### src/rtl/ps2_key_fifo_if.sv
// Wishbone bus interface used by the I/O sub-bus peripherals.
interface if_wb;
    logic        cyc;
    logic        stb;
    logic        we;
    logic [31:0] adr;
    logic [3:0]  sel;
    logic [31:0] dat_i;
    logic [31:0] dat_o;
    logic        ack;
    logic        stall;

    modport slave  (input cyc, stb, we, adr, sel, dat_i, output dat_o, ack, stall);
    modport master (output cyc, stb, we, adr, sel, dat_i, input dat_o, ack, stall);
endinterface

### src/rtl/ps2_key_fifo.sv
// PS/2 key event FIFO: captures toggle-encoded hps_io key words and exposes
// them to the CPU as DATA/STATUS/CTRL registers with a level interrupt.
module ps2_key_fifo #(
    parameter int DEPTH = 16,
    parameter int AW    = 4
) (
    input  logic        clk_i,
    input  logic        rst_i,
    if_wb.slave         bus,
    input  logic [10:0] ps2_key,
    output logic        interrupt
);

    logic [9:0]  mem [DEPTH];
    logic [AW-1:0] wr_ptr, rd_ptr;
    logic [AW:0]   count;
    logic          overflow, ien, primed, prev_toggle;
    logic          empty, full;
    logic          accept, rd_data, wr_status, wr_ctrl, rd_any;
    logic          push_req, push, pop, flush, ovf_set, ovf_clr;
    logic [31:0]   rdata;
    logic [9:0]    head;

    assign empty = (count == '0);
    assign full  = (count == (AW+1)'(DEPTH));
    assign head  = mem[rd_ptr];

    assign accept    = bus.cyc & bus.stb;
    assign rd_any    = accept & ~bus.we;
    assign rd_data   = rd_any & (bus.adr[3:2] == 2'd0);
    assign wr_status = accept & bus.we & (bus.adr[3:2] == 2'd1);
    assign wr_ctrl   = accept & bus.we & (bus.adr[3:2] == 2'd2);

    // A pop on a full FIFO frees the slot the simultaneous push needs.
    assign flush    = wr_ctrl & bus.dat_i[1];
    assign pop      = rd_data & ~empty & ~flush;
    assign push_req = primed & (ps2_key[10] != prev_toggle);
    assign push     = push_req & ~flush & (~full | pop);
    assign ovf_set  = push_req & ~flush & full & ~pop;
    assign ovf_clr  = wr_status & bus.dat_i[18];

    assign interrupt = ien & ~empty;
    assign bus.stall = 1'b0;

    always_comb begin
        rdata = '0;
        if (rd_any) begin
            case (bus.adr[3:2])
                2'd0: if (!empty) rdata = {1'b1, 21'b0, head};
                2'd1: begin
                    rdata[AW:0] = count;
                    rdata[16]   = empty;
                    rdata[17]   = full;
                    rdata[18]   = overflow;
                end
                2'd2: rdata[0] = ien;
                default: rdata = '0;
            endcase
        end
    end

    always_ff @(posedge clk_i) begin
        if (push) mem[wr_ptr] <= ps2_key[9:0];
    end

    always_ff @(posedge clk_i or negedge rst_i) begin
        if (!rst_i) begin
            wr_ptr      <= '0;
            rd_ptr      <= '0;
            count       <= '0;
            overflow    <= 1'b0;
            ien         <= 1'b0;
            primed      <= 1'b0;
            prev_toggle <= 1'b0;
            bus.ack     <= 1'b0;
            bus.dat_o   <= '0;
        end else begin
            // First edge after reset only samples the toggle so a stale level is not an event.
            primed <= 1'b1;
            if (!primed || push_req) prev_toggle <= ps2_key[10];

            if (flush) begin
                wr_ptr <= '0;
                rd_ptr <= '0;
                count  <= '0;
            end else begin
                if (push) wr_ptr <= wr_ptr + 1'b1;
                if (pop)  rd_ptr <= rd_ptr + 1'b1;
                if (push && !pop)      count <= count + 1'b1;
                else if (pop && !push) count <= count - 1'b1;
            end

            if (ovf_set)      overflow <= 1'b1;
            else if (ovf_clr) overflow <= 1'b0;

            if (wr_ctrl) ien <= bus.dat_i[0];

            bus.ack <= accept;
            if (accept) bus.dat_o <= rdata;
        end
    end

    logic unused;
    assign unused = ^{bus.adr[31:4], bus.adr[1:0], bus.sel, bus.dat_i[31:19], bus.dat_i[17:2]};

endmodule
### src/flat_wrapper.sv
// flat-port wrapper written by rule: the top's interface ports become plain ports
module ps2_key_fifo_flat 
#(
    parameter int DEPTH = 16,
    parameter int AW    = 4
)
  (clk_i, rst_i, ps2_key, interrupt, bus_cyc, bus_stb, bus_we, bus_adr, bus_sel, bus_dat_i, bus_dat_o, bus_ack, bus_stall);
  if_wb bus_i ();
  input  logic clk_i;
  input  logic rst_i;
  input  logic [10:0] ps2_key;
  output logic interrupt;
  input wire logic [$bits(bus_i.cyc)-1:0] bus_cyc;
  input wire logic [$bits(bus_i.stb)-1:0] bus_stb;
  input wire logic [$bits(bus_i.we)-1:0] bus_we;
  input wire logic [$bits(bus_i.adr)-1:0] bus_adr;
  input wire logic [$bits(bus_i.sel)-1:0] bus_sel;
  input wire logic [$bits(bus_i.dat_i)-1:0] bus_dat_i;
  output wire logic [$bits(bus_i.dat_o)-1:0] bus_dat_o;
  output wire logic [$bits(bus_i.ack)-1:0] bus_ack;
  output wire logic [$bits(bus_i.stall)-1:0] bus_stall;
  assign bus_i.cyc = bus_cyc;
  assign bus_i.stb = bus_stb;
  assign bus_i.we = bus_we;
  assign bus_i.adr = bus_adr;
  assign bus_i.sel = bus_sel;
  assign bus_i.dat_i = bus_dat_i;
  assign bus_dat_o = bus_i.dat_o;
  assign bus_ack = bus_i.ack;
  assign bus_stall = bus_i.stall;
  ps2_key_fifo #(.DEPTH(DEPTH), .AW(AW)) u_core (.clk_i(clk_i), .rst_i(rst_i), .bus(bus_i), .ps2_key(ps2_key), .interrupt(interrupt));
endmodule
### config.mk
export PLATFORM = sky130hd
export DESIGN_NAME = ps2_key_fifo_flat
export DESIGN_NICKNAME = d
export VERILOG_FILES = /design/src/rtl/ps2_key_fifo_if.sv /design/src/rtl/ps2_key_fifo.sv /design/src/flat_wrapper.sv
export SDC_FILE = /design/constraint.sdc
export NUM_CORES = 1
export LEC_CHECK = 0
export CORE_MARGIN = 3
export CORE_UTILIZATION = 30
export DETAILED_ROUTE_END_ITERATION = 7
export PLACE_DENSITY = 0.48
export SYNTH_ARGS = -nofsm -noshare
export SYNTH_HDL_FRONTEND = slang
export SYNTH_SLANG_ARGS = --single-unit
### constraint.sdc
create_clock -name clk_i -period 3.49 [get_ports clk_i]
set_input_delay 0.5235 -clock clk_i [delete_from_list [all_inputs] [get_ports clk_i]]
set_output_delay 0.5235 -clock clk_i [all_outputs]
set_load 0.05 [all_outputs]
==> results of run 1 <==
==> flip-flops by register name (all words and copies together), names as in the netlist <==
name / flops
u_core.rd_ptr: 4
u_core.count: 5
u_core.wr_ptr: 4
u_core.ien: 1
u_core.overflow: 1
u_core.bus.ack: 1
u_core.mem: 160
u_core.prev_toggle: 1
u_core.primed: 1
u_core.bus.dat_o: 14
==> area by class of cell <==
| cell class | instances | area (um^2) | area share |
|---|---|---|---|
| Timing Repair Buffer | 73 | 650.6 | 0.06876 |
| Clock buffer | 17 | 425.4 | 0.04496 |
| Clock inverter | 15 | 157.7 | 0.01666 |
| Sequential cell | 192 | 5608 | 0.5927 |
| Multi-Input combinational cell | 227 | 2163 | 0.2286 |
| Inverter | 10 | 37.54 | 0.003967 |
| Tap cell | 335 | 419.2 | 0.04430 |
==> where the power goes <==
part           internal (mW)  switching [mW]
sequential              2.67           0.237
clock                  0.966           0.942
combinational          0.753           0.766
total                   4.39            1.95
==> cells by family (layout without fill, tap and decap cells) <==
family          Yosys count  in the layout  synth area share
flops                   192            192            0.6992
fa+ha+maj                11             11           0.01811
buf+inv                  53            115           0.03933
mux                      67             67            0.1427
other cells               2             20         0.0009368
xor+xnor                  4              4          0.004371
compound gates           45             45           0.04745
simple gates             80             80           0.04792
==> cell usage in the layout, fill, tap and decap left out, types with 3 or more instances in the layout <==
cell             instances
a211oi_1                 4
a21oi_1                  5
a221o_1                  5
a22o_1                   6
and3_1                   3
buf_4                   36
clkbuf_16               17
clkdlybuf4s50_1         36
conb_1                  20
dfrtp_1                 30
edfxtp_1               160
ha_1                    10
inv_1                   10
inv_6                    4
inv_8                    7
mux2_2                   8
mux2i_1                 22
mux4_2                  37
nand2_1                 21
nand2b_1                 6
nand3_1                  6
nor2_1                  28
nor2b_1                  3
o21ai_0                  5
o22ai_1                  8
or3_1                    3
==> stage by stage <==
stage | utilization | worst slack (ns) | instance area (um^2)
global route | 0.3621 | 0.2252 | 9462
CTS | 0.3621 | 0.3620 | 9462
floorplan | - | 0.5373 | 8084
finish | 0.3621 | 0.3726 | 9462
global placement | 0.3397 | 0.1327 | 8879
detailed placement | 0.3397 | 0.1152 | 8879
==> worst reg2reg max path, delay by kind of cell (launching register included) <==
family	cells	cell delay, ns
compound gates	3	0.70
fa+ha+maj	2	0.43
buf+inv	3	0.29
flops	1	0.44
mux	2	0.46
simple gates	2	0.67
==> worst min path at each step <==
| stage | slack, ns | start | endpoint |
|---|---|---|---|
| floorplan | 0.23 | rst_i | u_core.bus.ack |
| global placement | 0.47 | u_core.bus.dat_o[31] | u_core.bus.dat_o[31] |
| detailed placement | 0.49 | u_core.wr_ptr[3] | u_core.wr_ptr[3] |
| CTS | 0.44 | rst_i | u_core.bus.ack |
| global route | 0.45 | rst_i | u_core.bus.ack |
| finish | 0.45 | rst_i | u_core.bus.ack |
==> per-layer routing <==
layer | wire length [um] | share of wire | vias up | global-route usage
met3 | 585 | 0.033 | 15 | 0.02516
li1 | - | - | 1865 | -
met2 | 8437 | 0.48 | 90 | 0.2066
met4 | 318 | 0.018 | 0 | 0.04018
met5 | 0 | 0 | - | 0
met1 | 8126 | 0.47 | 2164 | 0.1717
==> impl_metrics.yaml, run 1 <==
status:
  status: "finished clean"
cts:
  post_cts_buffers: 0
  ctsResizeCount: 0
  cts_tree: "yes"
  cts.reportedPaths.clkPinSlew_ns: 0.08
  cts_made_buffers: 17
  cts.path.max_buffers: 2
  cts-root-buf: "clkbuf_16"
  cts.htree.levels: 4
  insertion_delay_ns: 0.43
  ctsHoldBuffers: 0
  clkSinkCount: 192
timing:
  whs_ns: 0.4502
  finalHoldViolations: 0
  max_slew_margin: 0.4950
  finalSetupTns_ns: 0
  fmax_mhz: 320.8
  worst_pin_slew_ns: 0.7575
  finalCritPeriodShare: 0.8932
  fin_crit_ns: 3.117
  rsz0062_at_grt: "no"
  drv_slew: 0
  fin_skew_ns: 0.01220
  setup_viol: 0
critical_path:
  worstSetupStartpoint: "u_core.count[1]"
  cp.depth: 5
  critPathCaptureType: "output port"
  arrival_ns: 2.59
  cp-endpoint: "interrupt"
  reg2reg_from: "u_core.count[1]"
  r2r-end: "u_core.count[4]"
  path_buf_inv: 2
  worst_path_max_delay_cell: "clkdlybuf4s50_1"
  critPathRequiredTime_ns: 2.97
  critical_path_class: "flip-flop to output port"
  r2r_cells: 12
  crit_chain: "or4_1, buf_4, nor2_1, nor2b_1, clkdlybuf4s50_1"
  r2r_slack_ns: 0.43
  startpoint_type: "flip-flop"
  path_max_fanout: 6
  crit_family: "buffers and inverters"
  slowest_delay_ns: 0.70
hold_path:
  holdCritPathClass: "primary input to asynchronous set/reset pin"
yosys:
  synth-seq-cells: 192
  synthesis.area_um2: 8016
  syn_inst: 454
  asyncSetResetFlopFracSynth: 0.1667
  synth-edff-count: 160
  yosysUniqueCellTypes: 47
  synth.top_cells.by_count: "edfxtp_1 (160), mux4_2 (37), dfrtp_1 (32)"
  yosys.area.top_type: "edfxtp_1"
  yosysTopAreaCellShare: 0.5993
  synthTopCellsByArea: "edfxtp_1 (60%), mux4_2 (10%), dfrtp_1 (10%), mux2i_1 (2.7%), buf_4 (2.0%)"
  syn_avg_cell_area_um2: 17.66
  yosysWarnings: 0
  synth.most_common_cell: "edfxtp_1"
  ys.flop_type: "edfxtp_1"
  seq_area_frac_synth: 0.6992
power_and_ir_drop:
  irDropWorstVdd_uv: 290.5
  p_leak_nw: 3.252
  p_total_mw: 6.333
  p_per_area_nw_per_um2: 669.4
global_route:
  grt_pass1_wl_mm: 26.63
  grt_pass1_vias: 4409
  antenna_found_initial: 0
  grt_usage: 0.1266
  grt_max_degree: 25
  overflow: 0
cells_and_area:
  finalNonFillerCells: 869
  area_delta_synth_final_pct: 18.03
  drive_gt1_frac: 0.2322
  nFillCells: 2461
  diodes: 0
  finalNetCount: 616
drt:
  vias: 4134
  firstDrtPassIters: 4
  drt_iter0_drc: 340
  drc: 0
  wl_per_cell_um: 20.10
  routed_wl_mm: 17.47
  ant_nets: 0
  via_per_inst: 4.757
placed_design:
  placedCellCount: 837
  dpl.hpwl_mm: 11.39
  port_buffers: 36
  gp_congestion: 0.7535
floorplan:
  core_area_um2: 26130
  boundaryPins: 119
  fp.dieArea_um2: 28720
  fp-row-count: 59
  die_height_um: 169.5
  start_util: 0.3068
  die_w_um: 169.5
flow_run:
  drv_cap: 0
No activity file was read; power rests on OpenSTA's default activity.
==> inputs of run 2 (changes only) <==
- PLACE_DENSITY: 0.48 -> unset
==> impl_metrics.yaml, run 2 (synthesized netlist as in run 1, its figures left out) <==
floorplan:
  boundaryPins: 119
  core_area_um2: 26130
  start_util: 0.3068
  fp-row-count: 59
  die_height_um: 169.5
  die_w_um: 169.5
  fp.dieArea_um2: 28720
cells_and_area:
  final_cell_mix: "edfxtp_1 (160), buf_4 (39), mux4_2 (37), clkdlybuf4s50_1 (36), dfrtp_1 (31)"
  final_common_cell: "edfxtp_1"
  drive_gt1_frac: 0.2299
  nFillCells: 2428
  area_delta_synth_final_pct: 17.72
  top_register: "u_core.mem"
  largest_register_ffs: 160
  finalNetCount: 618
  finalNonFillerCells: 870
  diodes: 0
  largestRegisters: "u_core.mem x160, u_core.bus.dat_o x14, u_core.count x5"
timing:
  fin_crit_ns: 3.128
  rsz0062_at_grt: "no"
  worst_pin_slew_ns: 1.137
  max_slew_margin: 0.2420
  drv_slew: 0
  fin_skew_ns: 0.01066
  timing.final.ws_setup_ns: 0.3624
  finalSetupTns_ns: 0
  setup_viol: 0
  finalCritPeriodShare: 0.8961
  finalHoldViolations: 0
  fmax_mhz: 319.7
cts:
  insertion_delay_ns: 0.43
  clkSinkCount: 192
  ctsResizeCount: 0
  cts_tree: "yes"
  cts_made_buffers: 17
  post_cts_buffers: 0
  cts.htree.levels: 4
  ctsHoldBuffers: 0
  cts-root-buf: "clkbuf_16"
  cts.path.max_buffers: 2
  cts.reportedPaths.clkPinSlew_ns: 0.07
power_and_ir_drop:
  p_per_area_nw_per_um2: 664.4
  irDropWorstVdd_uv: 333.0
  p_leak_nw: 3.246
  p_total_mw: 6.270
drt:
  routed_wl_mm: 16.92
  drt-met1-wl_mm: 7.516
  wl_met3_um: 959
  dr.max_layer_used: "met4"
  via_per_inst: 4.789
  firstDrtPassIters: 4
  drt_iter0_drc: 396
  ant_nets: 0
  wl_per_cell_um: 19.45
  vias: 4166
  drc: 0
  dr_wl_met2_mm: 8.197
placed_design:
  placedCellCount: 839
  pre_cts_ws_ns: 0.1405
  gp_congestion: 0.7515
  dpl.hpwl_mm: 10.94
  port_buffers: 36
critical_path:
  path_max_fanout: 5
  critical_path_class: "flip-flop to flip-flop"
  critPathRequiredTime_ns: 3.83
  critPathCaptureType: "flip-flop"
  startpoint_type: "flip-flop"
  arrival_ns: 3.47
hold_path:
  holdCritPathClass: "primary input to asynchronous set/reset pin"
global_route:
  grt_max_degree: 43
  grt_usage: 0.1226
  grt_pass1_vias: 4358
  antenna_found_initial: 0
  grt_pass1_wl_mm: 26.12
  overflow: 0
flow_run:
  drv_cap: 0
status:
  status: "finished clean"
run 2: routing by layer:
layer | vias to the layer above | track usage
met5 | - | 0
met1 | 2150 | 0.1658
met4 | 0 | 0.04090
met3 | 19 | 0.02749
met2 | 133 | 0.1974
li1 | 1864 | -
run 2: final cells by class:
cell class | instances | area, um^2 | share of cell area
multi-input combinational | 227 | 2163 | 0.2292
clock inverter | 13 | 127.6 | 0.01352
inverter | 10 | 37.54 | 0.003978
tap | 335 | 419.2 | 0.04442
timing repair buffer | 75 | 653.1 | 0.06921
clock buffer | 18 | 429.2 | 0.04548
sequential | 192 | 5607 | 0.5941
run 2: critical path: stages, from the launching register on:
cell and delay [ns]:
dfrtp_1 0.46, or4_1 0.59, a211o_2 0.36, nand2_4 0.09, inv_1 0.05, ha_1 0.19, inv_1 0.10, buf_4 0.15
ha_1 0.24, a21o_1 0.17, a21oi_1 0.17, mux2i_1 0.27, mux2i_1 0.22
run 2: worst paths after layout:
path                                   endpoint            startpoint  slack [ns]  depth (start not counted)
min                        u_core.bus.dat_o[16]                 rst_i        0.50                          2
max reg2reg                     u_core.count[4]       u_core.count[0]        0.36                         12
max in group asynchronous      u_core.rd_ptr[0]                 rst_i        2.66                          2
min reg2reg                u_core.bus.dat_o[17]  u_core.bus.dat_o[17]        0.50                          2
max                             u_core.count[4]       u_core.count[0]        0.36                         12
min in group clk_i         u_core.bus.dat_o[17]  u_core.bus.dat_o[17]        0.50                          2
run 2: report_power, final:
group / leakage [nW] / switching [mW] / internal (mW)
Clock: 0.270 / 0.864 / 0.997
Combinational: 1.12 / 0.783 / 0.748
Sequential: 1.85 / 0.209 / 2.67
run 2: stage by stage:
stage / hold WS [ns] / cell area [um^2] / utilization
2_1_floorplan: 0.2279 / 8084 / -
3_3_place_gp: 0.4726 / 8880 / 0.3398
3_5_place_dp: 0.4826 / 8880 / 0.3398
4_1_cts: 0.5005 / 9437 / 0.3611
5_1_grt: 0.5157 / 9437 / 0.3611
6_report: 0.4960 / 9437 / 0.3611
